$ cat src/rtl/mult_pkg.sv
// Shared definitions for the sequential shift-and-add multiplier-accumulator.
// Holds the FSM state encoding and the helper that sizes the iteration
// counter so that it can represent the values 0..N.
package mult_pkg;

    typedef enum logic [1:0] {
        IDLE = 2'd0,
        CALC = 2'd1,
        DONE = 2'd2
    } mult_state_t;

    // Width of an iteration counter that must hold the values 0..n.
    function automatic int count_width(input int n);
        return $clog2(n + 1);
    endfunction

endpackage

$ cat src/rtl/multiplicador_secuencial.sv
// Sequential multiplier-accumulator: P = A*B + C for unsigned N-bit operands.
// One shift-add iteration per clock, N iterations per request, so the
// latency is constant and independent of the operand values.
//
// Ports:
//   clk   : system clock, rising-edge active
//   rst   : asynchronous active-low reset
//   valid : request strobe, only honoured while idle
//   A     : multiplicand (N bits, unsigned)
//   B     : multiplier   (N bits, unsigned)
//   C     : addend       (N bits, unsigned)
//   P     : result A*B + C (2N bits), held until the next completion
//   done  : one-cycle pulse marking a fresh P
//   busy  : high while a request is being processed
//   fits  : high when P fits back in N bits, updated together with P
module multiplicador_secuencial
    import mult_pkg::*;
#(
    parameter int N = 8
) (
    input  logic           clk,
    input  logic           rst,
    input  logic           valid,
    input  logic [N-1:0]   A,
    input  logic [N-1:0]   B,
    input  logic [N-1:0]   C,
    output logic [2*N-1:0] P,
    output logic           done,
    output logic           busy,
    output logic           fits
);

    localparam int CW = count_width(N);

    mult_state_t      state_r, state_s;
    logic [2*N-1:0]   acc_r, acc_s;
    logic [2*N-1:0]   mcand_r, mcand_s;
    logic [N-1:0]     mult_r, mult_s;
    logic [CW-1:0]    count_r, count_s;
    logic [2*N-1:0]   p_r, p_s;
    logic             fits_r, fits_s;
    logic             done_r, done_s;
    logic             busy_r, busy_s;
    logic [2*N-1:0]   sum_s;

    // Next-state, datapath and output-register update logic.
    always_comb begin
        state_s = state_r;
        acc_s   = acc_r;
        mcand_s = mcand_r;
        mult_s  = mult_r;
        count_s = count_r;
        p_s     = p_r;
        fits_s  = fits_r;
        done_s  = 1'b0;
        busy_s  = busy_r;
        // Conditional add of the current partial product; only used in CALC.
        if (mult_r[0]) begin
            sum_s = acc_r + mcand_r;
        end else begin
            sum_s = acc_r;
        end

        case (state_r)
            IDLE: begin
                if (valid) begin
                    mcand_s = {{N{1'b0}}, A};
                    mult_s  = B;
                    acc_s   = {{N{1'b0}}, C};
                    count_s = {CW{1'b0}};
                    busy_s  = 1'b1;
                    state_s = CALC;
                end else begin
                    busy_s  = 1'b0;
                    state_s = IDLE;
                end
            end
            CALC: begin
                acc_s   = sum_s;
                mcand_s = {mcand_r[2*N-2:0], 1'b0};
                mult_s  = {1'b0, mult_r[N-1:1]};
                count_s = count_r + {{(CW-1){1'b0}}, 1'b1};
                // Last iteration: publish the result on this same edge.
                if (count_r == CW'(N - 1)) begin
                    p_s     = sum_s;
                    fits_s  = (sum_s[2*N-1:N] == {N{1'b0}});
                    done_s  = 1'b1;
                    state_s = DONE;
                end else begin
                    state_s = CALC;
                end
            end
            DONE: begin
                // Requests arriving here are dropped; accept only from IDLE.
                busy_s  = 1'b0;
                state_s = IDLE;
            end
            default: begin
                busy_s  = 1'b0;
                state_s = IDLE;
            end
        endcase
    end

    // State, datapath and output registers with asynchronous clear.
    always_ff @(posedge clk or negedge rst) begin
        if (!rst) begin
            state_r <= IDLE;
            acc_r   <= {(2*N){1'b0}};
            mcand_r <= {(2*N){1'b0}};
            mult_r  <= {N{1'b0}};
            count_r <= {CW{1'b0}};
            p_r     <= {(2*N){1'b0}};
            fits_r  <= 1'b0;
            done_r  <= 1'b0;
            busy_r  <= 1'b0;
        end else begin
            state_r <= state_s;
            acc_r   <= acc_s;
            mcand_r <= mcand_s;
            mult_r  <= mult_s;
            count_r <= count_s;
            p_r     <= p_s;
            fits_r  <= fits_s;
            done_r  <= done_s;
            busy_r  <= busy_s;
        end
    end

    assign P    = p_r;
    assign fits = fits_r;
    assign done = done_r;
    assign busy = busy_r;

endmodule

$ cat config.mk
export PLATFORM = sky130hd
export DESIGN_NAME = multiplicador_secuencial
export DESIGN_NICKNAME = d
export VERILOG_FILES = /design/src/rtl/mult_pkg.sv /design/src/rtl/multiplicador_secuencial.sv
export SDC_FILE = /design/constraint.sdc
export NUM_CORES = 1
export LEC_CHECK = 0
export CAP_MARGIN = 10
export CELL_PAD_IN_SITES_DETAIL_PLACEMENT = 1
export CELL_PAD_IN_SITES_GLOBAL_PLACEMENT = 1
export CORE_UTILIZATION = 44
export CTS_BUF_LIST = sky130_fd_sc_hd__clkbuf_4 sky130_fd_sc_hd__clkbuf_8
export DETAILED_ROUTE_END_ITERATION = 12
export PLACE_DENSITY = 0.78
export SYNTH_ARGS = -nofsm -noshare
export SYNTH_HDL_FRONTEND = slang
export SYNTH_SLANG_ARGS = --single-unit
$ cat constraint.sdc
create_clock -name clk -period 3.4 [get_ports clk]
set_clock_uncertainty 0.1 [all_clocks]
set_input_delay 0.68 -clock clk [delete_from_list [all_inputs] [get_ports clk]]
set_output_delay 0.68 -clock clk [all_outputs]
set_load 0.05 [all_outputs]
# Word-level counts from Yosys, hierarchy flattened
# Cells that the tools add are included.
[word_totals]
input_bits = 27
ff_bits = 65
out_inout_bits = 19
elab_cells = 35
[classes]
add_sub_neg = 2
muxes = 16
n_reduce_logical = 5
n_eq_ne = 3
[ops]
columns = ["operator", "n"]
rows = [
  ["$pmux W16 S2", 2],
  ["$mux W16", 3],
  ["$add A16 B16 Y16", 1],
  ["$pmux W8 S2", 1],
  ["$logic_not A8 Y1", 1],
  ["$mux W8", 1],
  ["$pmux W4 S2", 1],
  ["$add A4 B1 Y4 const B", 1],
  ["$eq A4 B3 Y1 const B", 1],
  ["$mux W1", 4],
  ["$mux W4", 1],
  ["$pmux W2 S2", 1],
  ["$reduce_and A2 Y1", 2],
  ["$eq A2 B1 Y1 const B", 1],
  ["$logic_not A2 Y1", 1],
  ["$mux W2", 1],
  ["$ne A2 B2 Y1 const B", 1],
  ["$pmux W1 S2", 1],
  ["$reduce_bool A2 Y1", 1],
]

# Longest topological paths before layout
# Gate-level depths: netlist (run 1).
[logic_depth]
word_depth = 3
mapped_depth = 9

# Least setup slack after synthesis (run 1)
# No wires, ideal clock.
[synth_timing]
path_type = "flip-flop to flip-flop"
startpoint = "reg acc_r[0]"
endpoint = "reg fits_r, in the netlist fits"
synth_period_minus_slack_ns = 2.701
setup_ns = 0.104
path_stages_with_launch = 10
setup_slack_ns = 0.699
arrival_ns = 2.497
path_cell_list = "dfrtp_1 -> ha_1 -> fa_1 -> a21oi_1 -> o2111ai_2 -> a31oi_1 -> o21ai_1 -> xor2_1 -> mux2_2 -> o41ai_2"
[synth_via]
elab_chain_cells = 3
[synth_rtl]
columns = ["item", "line_no", "rtl"]
rows = [
  ["start: declaration", "multiplicador_secuencial.sv:36", "logic [2*N-1:0] acc_r, acc_s;"],
  ["start signal: assignment", "multiplicador_secuencial.sv:109", "acc_r <= {(2*N){1'b0}};"],
  ["start signal: assignment", "multiplicador_secuencial.sv:119", "acc_r <= acc_s;"],
  ["$add A16 B16 Y16", "multiplicador_secuencial.sv:59", "sum_s = acc_r + mcand_r;"],
  ["$mux W16", "multiplicador_secuencial.sv:58", "if (mult_r[0]) begin"],
  ["$logic_not A8 Y1", "multiplicador_secuencial.sv:86", "fits_s = (sum_s[2*N-1:N] == {N{1'b0}});"],
  ["end signal: assignment", "multiplicador_secuencial.sv:124", "fits_r <= fits_s;"],
  ["end: declaration", "multiplicador_secuencial.sv:41", "logic fits_r, fits_s;"],
]
# Every way passes these cells.
# A chain may end at the register's enable or synchronous reset.

# Worst setup path in the final report (run 1)
# Same ends and word-level chain as after synthesis.

==> results of run 1 <==
==> logic make-up (layout without fill, tap and decap cells) <==
family	count (synthesis)	count (layout)	share of synthesized area [%]
buffers and inverters	29	79	2.98
DFF	65	65	44.6
muxes	15	15	4.29
AOI/OAI and AO/OA	135	135	25.2
adders and majority gates	17	17	6.03
and+or+nand+nor	117	117	14.3
xor gates and xnor gates	11	11	2.64
==> worst reg2reg max path: cells and delay by family, from the launching register on <==
kind | cells | cell delay (ns)
compound gates | 5 | 1.38
xor+xnor | 1 | 0.15
flops | 1 | 0.44
mux | 1 | 0.30
fa+ha+maj | 2 | 0.69
==> state kept, by name, indices dropped and copies added, names as in the netlist <==
| name | count |
|---|---|
| done | 1 |
| mult_r | 8 |
| P | 16 |
| fits | 1 |
| acc_r | 16 |
| busy | 1 |
| state_r | 2 |
| mcand_r | 16 |
| count_r | 4 |
==> cell type report <==
| class | count | area (um^2) | area share [%] |
|---|---|---|---|
| multi-input combinational | 295 | 1920 | 43.2 |
| sequential | 65 | 1630 | 36.7 |
| timing repair buffer | 56 | 528 | 11.9 |
| clock buffer | 12 | 159 | 3.58 |
| tap | 102 | 128 | 2.88 |
| clock inverter | 4 | 51.3 | 1.16 |
| inverter | 7 | 26.3 | 0.592 |
==> power groups by stage <==
stage / Sequential (mW) / Clock, mW / Combinational (mW)
after detailed placement: 1.44 / 0 / 2.87
after global placement: 1.42 / 0 / 2.78
final: 1.43 / 0.711 / 2.90
after CTS: 1.43 / 0.723 / 2.91
after global routing: 1.48 / 0.752 / 3.18
after floorplan: 1.68 / 0 / 1.79
==> routing by layer <==
metal | GRT usage (%) | share of wire, %
met2 | 43.0 | 51
met4 | 12.6 | 3.0
met5 | 0 | 0
met3 | 4.23 | 2.9
met1 | 31.4 | 43
==> cell usage in the layout (no fill, tap or decap), types with 3 or more instances in the layout <==
cell and instances:
a211oi_1 5, a21o_1 5, a21oi_1 29, a21oi_2 3
a221o_1 3, a22o_1 13, a22oi_1 5, a31oi_1 11
and3_1 4, buf_4 11, clkbuf_8 11, clkdlybuf4s50_1 44
dfrtp_1 65, ha_1 16, inv_1 7, mux2_2 5
mux2i_1 10, nand2_1 60, nand2b_1 3, nand3_1 3
nor2_1 24, nor2b_1 15, o21ai_0 35, xnor2_1 6
xor2_1 5
==> final timing paths <==
path / startpoint / to / cells after the start
worst max-delay path: acc_r[0]$_DFFE_PN0P_ / fits$_DFFE_PN0P_ / 9
worst min-delay path: rst / P[10]$_DFFE_PN0P_ / 1
worst max register to register: acc_r[0]$_DFFE_PN0P_ / fits$_DFFE_PN0P_ / 9
worst min register to register: P[6]$_DFFE_PN0P_ / P[6]$_DFFE_PN0P_ / 2
max in group asynchronous: rst / state_r[0]$_DFF_PN0_ / 2
min in group clk: P[6]$_DFFE_PN0P_ / P[6]$_DFFE_PN0P_ / 2
==> stage by stage <==
| step | worst slack, ns | utilization, % | hold slack (ns) | area [um^2] | total power, mW |
|---|---|---|---|---|---|
| floorplan | 0.699 | - | 0.284 | 3650 | 3.47 |
| global placement | 0.479 | 53.6 | 0.363 | 4230 | 4.20 |
| detailed placement | 0.359 | 53.6 | 0.370 | 4230 | 4.32 |
| CTS | 0.289 | 56.2 | 0.261 | 4440 | 5.07 |
| global route | 0.106 | 56.2 | 0.272 | 4440 | 5.41 |
| finish | 0.235 | 56.2 | 0.236 | 4440 | 5.04 |
==> summary.md, run 1 <==
| Metric | Value |
|---|---|
| Relative slew margins | roughly two fifths |
| Period minus WS final | 3.17 ns |
| Ranking of synthesized cells by area | dfrtp_1 (45%), nand2_1 (6.2%), ha_1 (5.5%) |
| CP bufs+invs | 0 |
| Switching Share | 47.5% |
| DIE HEIGHT | about 93 um |
| Startpoint Class | register |
| Int Pwr | around 2.7 mW |
| Number of library cell types mapped by synthesis | 51 |
| Post CTS Setup Buffer Count | 0 |
| First-pass GRT wire length | roughly 17000 um |
| Initial antenna violation count | 0 |
| Number of global-route vias before repair | approximately 3300 |
| FF+latch count, synth | 65 |
| Synth area leader | dfrtp_1 |
| Io pins | 46 |
| Asr flop ratio synth | 100% |
| Status | finished, final reports clean |
| Slowest-stage cell, CP | dfrtp_1 |
| Worst Setup End Kind | register |
| Yosys top cell area share | about 45% |
| Fin cells | 541 |
| Clock power share | 14.1% |
| Slowest stage delay, CP | about 0.44 ns |
| CTS resizes | 0 |
| Setup Total Neg Slack | 0 ns |
| Share of layout cells above drive strength 1 | between 10% and 20% |
| Synth top cells by count | dfrtp_1 (65), nand2_1 (60), o21ai_0 (35) |
| Register area share after synthesis | between 40% and 50% |
| Filler Cells Inserted | 882 |
| Die area | slightly below 0.009 mm^2 |
| Placed cell count | 525 |
| Die Span X | 93.1 um |
| Max Freq | 316 MHz |
| Final wirelength | approximately 10000 um |
| Final setup vio count | 0 |
| Setup CP Type | register to register |
| Antenna Violating Nets Remaining | 0 |
| Total track usage | 25.4% |
| PwrDens | roughly 1100 mW/mm^2 |
| Area delta synth->final | 21.5% |
| Reg2Reg Setup Slack | between 0.2 and 0.25 ns |
| Synthesized instance count | 389 |
| GR Overflow Total | 0 |
| Largest net degree at the start of global routing | 31 |
| Routed length per placed instance | roughly 19 um |
| VDD IR-drop max | roughly 0.00042 V |
| Cts bufs inserted | 9 |
| Tightest Pin Transition | ~0.91 ns |
| Core area | between 0.007 and 0.008 mm^2 |
| Num rows | 32 |
| Max_cap viols | 0 |
| PortBufs | between 40 and 50 |
| Final Hold Vio Count | 0 |
| Psw | ~2.4 mW |
| DR iter-0 viols | just over 90 |
| # diodes | 0 |
| Starting Density | between 40% and 50% |
| Ys Warns | 0 |
| First-pass detailed-route iteration total | 4 |
| Post-Syn Area | 0.00365 mm^2 |
| DRC Markers | 0 |
| Post-synth EDFFs | 0 |
| Final Slew Violations | 0 |
| Count leader, synth | dfrtp_1 |
| RSZ-0062 raised after global routing | false |
| Hold crit path type | primary input to asynchronous set/reset pin |
| Net count after synthesis | 433 |
| GP Congestion | 0.872 |
| CTS Root Cell | clkbuf_8 |
| Tcrit/Tclk final | between 90 and 100% |
| Top fanout value on the critical path | 5 |
| Cts hold-fix bufs | 0 |
| CTS sink cnt | 65 |
| TritonCTS clock tree | done |
| Critical path data required time | approximately 3.6 ns |
| Routed vias/inst | just under 6 |
| Top_reg_cell synth | dfrtp_1 |
| CTS Buffer Depth | 2 |
| Via count | roughly 3200 |
| H-tree lvl count | 3 |
| Seq pwr share | between 20 and 30% |
| Final net count | 478 |
| Clk slew on worst S/H paths | roughly 0.08 ns |
| Worst path cell trace | ha_1 > fa_1 > a21oi_1 > o2111ai_2 > a31oi_1 > o21ai_1 > xor2_1 > mux2_2 > o41ai_2 |
| Clk_lat worst skew | about 0.36 ns |
| Hpwl dp | roughly 7000 um |
| Cell family with most CP delay | compound AO/OA/AOI/OAI gates |
| Avg Inst Size Synth | about 9.4 um^2 |
| Critical Path AT | around 3.3 ns |
| Comb pwr share | 57.5% |
| Leak | 1.97 nW |
Power figures use the tool's default switching activity.
==> run 2, diff against run 1 <==
--- a/config.mk
+++ b/config.mk
@@ -8,10 +8,10 @@
 export CAP_MARGIN = 10
 export CELL_PAD_IN_SITES_DETAIL_PLACEMENT = 1
 export CELL_PAD_IN_SITES_GLOBAL_PLACEMENT = 1
-export CORE_UTILIZATION = 44
+export CORE_UTILIZATION = 40
 export CTS_BUF_LIST = sky130_fd_sc_hd__clkbuf_4 sky130_fd_sc_hd__clkbuf_8
 export DETAILED_ROUTE_END_ITERATION = 12
-export PLACE_DENSITY = 0.78
+export PLACE_DENSITY = 0.74
 export SYNTH_ARGS = -nofsm -noshare
 export SYNTH_HDL_FRONTEND = slang
 export SYNTH_SLANG_ARGS = --single-unit
==> constraint.sdc (replaced) <==
create_clock -name clk -period 2.7 [get_ports clk]
set_clock_uncertainty 0.1 [all_clocks]
set_input_delay 0.54 -clock clk [delete_from_list [all_inputs] [get_ports clk]]
set_output_delay 0.54 -clock clk [all_outputs]
set_load 0.05 [all_outputs]
==> summary.md, run 2 (synthesis results as in run 1) <==
| Metric | Value |
|---|---|
| Status | finished, final reports clean |
| Area delta synth->final | 33.3% |
| Largest net degree at the start of global routing | 66 |
| Cts hold-fix bufs | 0 |
| Die area | approximately 0.0095 mm^2 |
| Clk slew on worst S/H paths | approximately 0.070 ns |
| Hold crit path type | primary input to asynchronous set/reset pin |
| Most frequent cells in the layout | dfrtp_1 (65), nand2_1 (60), clkdlybuf4s50_1 (44) |
| CTS Buffer Depth | 2 |
| Worst setup margin | between 0.02 and 0.03 ns |
| GP Congestion | 0.848 |
| Antenna Violating Nets Remaining | 0 |
| DIE HEIGHT | 97.5 um |
| Num rows | 34 |
| Filler Cells Inserted | 992 |
| Hpwl dp | around 7300 um |
| CTS sink cnt | 65 |
| Core area | a little under 0.009 mm^2 |
| Final net count | slightly above 500 |
| Relative slew margins | about 60% |
| TritonCTS clock tree | done |
| Placed cell count | 550 |
| Cts bufs inserted | 9 |
| DR iter-0 viols | about 120 |
| Period minus WS final | 2.67 ns |
| GR Overflow Total | 0 |
| Initial antenna violation count | 0 |
| Max_cap viols | 0 |
| Routed vias/inst | ~5.6 |
| Io pins | 46 |
| Clk_lat worst skew | ~0.35 ns |
| Placed cell areas | between 0.004 and 0.005 mm^2 |
| Max Freq | around 370 MHz |
| Top fanout value on the critical path | 3 |
| Worst Setup End Kind | register |
| Final Slew Violations | 0 |
| DRC Markers | 0 |
| Design Power | a little over 7 mW |
| CTS Root Cell | clkbuf_8 |
| Worst slack, placed | -0.165 ns |
| # diodes | 0 |
| Fin util | approximately 55% |
| First-pass GRT wire length | 17500 um |
| Routed length per placed instance | 18.5 um |
| Startpoint Class | register |
| Final setup vio count | 0 |
| Total track usage | 23.2% |
| Critical path data required time | 2.84 ns |
| Tcrit/Tclk final | a little under 100% |
| Number of global-route vias before repair | between 3000 and 4000 |
| Leading cell type in the layout, fill and taps excluded | dfrtp_1 |
| Die Span X | about 100 um |
| Final Hold Vio Count | 0 |
| RSZ-0062 raised after global routing | true |
| First-pass detailed-route iteration total | 5 |
| PwrDens | around 1500 mW/mm^2 |
| Final wirelength | 10700 um |
| Fin cells | approximately 580 |
| Critical Path AT | about 2.8 ns |
| Tightest Pin Transition | between 0.5 and 0.6 ns |
| Starting Density | between 40% and 50% |
| Share of layout cells above drive strength 1 | about 20% |
| Final Cell Area | between 0.004 and 0.005 mm^2 |
| VDD IR-drop max | around 0.00050 V |
| H-tree lvl count | 3 |
| PortBufs | between 40 and 50 |
| Via count | 3258 |
| Setup CP Type | register to register |
| Leak | roughly 2.1 nW |
==> run 2: cell types whose count changed in the layout (fill, tap and decap cells not counted), sizes merged <==
cell      before  now
buf           12   44
clkinv         2    0
bufinv         1    2
clkbuf        12   13
clkinvlp       1    0
==> run 2: cell type report <==
class	instances	area, um^2	share of cell area, %
Clock buffer	13	173	3.55
Timing Repair Buffer	88	781	16.1
Multi-Input combinational cell	295	2060	42.4
Sequential cell	65	1630	33.4
Inverter	7	26.3	0.540
Tap cell	108	135	2.78
Clock inverter	2	60.1	1.23
==> run 2: report_power, final <==
part / switching (mW) / internal (mW) / total, mW
combinational: 2.47 / 1.89 / 4.36
clock: 0.374 / 0.602 / 0.976
sequential: 0.368 / 1.42 / 1.79
==> run 2: path summary, 6_finish.rpt <==
| kind | startpoint | end | slack (ns) | cells after the start |
|---|---|---|---|---|
| max | acc_r[1]$_DFFE_PN0P_ | fits$_DFFE_PN0P_ | 0.03 | 9 |
| min | rst | P[2]$_DFFE_PN0P_ | 0.10 | 2 |
| max reg2reg | acc_r[1]$_DFFE_PN0P_ | fits$_DFFE_PN0P_ | 0.03 | 9 |
| min reg2reg | P[11]$_DFFE_PN0P_ | P[11]$_DFFE_PN0P_ | 0.38 | 2 |
| max in group asynchronous | rst | mcand_r[13]$_DFFE_PN0P_ | 2.10 | 2 |
| min in group clk | P[11]$_DFFE_PN0P_ | P[11]$_DFFE_PN0P_ | 0.38 | 2 |
==> run 2: timing repair <==
action | CTS | global route
cloned | 0 | 0
setup endpoints to repair | 5 | 5
buffers inserted | 1 | 12
gates resized for setup | 8 | 21
pin swaps | 6 | 15
==> run 2: worst max-delay path, cell delays in order (launching register included) <==
cell and delay, ns:
dfrtp_1 0.41, buf_4 0.15, fa_2 0.42, a21oi_4 0.22, o2111ai_4 0.16, a31oi_2 0.20
o21ai_1 0.11, xor2_1 0.15, mux2_4 0.29, o41ai_2 0.35
==> run 2: metal layers <==
metal | GRT usage, % | routed length [um]
met1 | 29.5 | 4660
met2 | 39.6 | 5530
met3 | 4.60 | 325
met4 | 7.13 | 204
met5 | 0 | 0
==> run 2: per-stage QoR <==
step                      TNS (ns)  hold WS (ns)
final                            0         0.101
after global routing        -0.191         0.138
after CTS                  -0.0384         0.117
after detailed placement    -0.295         0.371
after global placement     -0.0454         0.364
after floorplan                  0         0.144
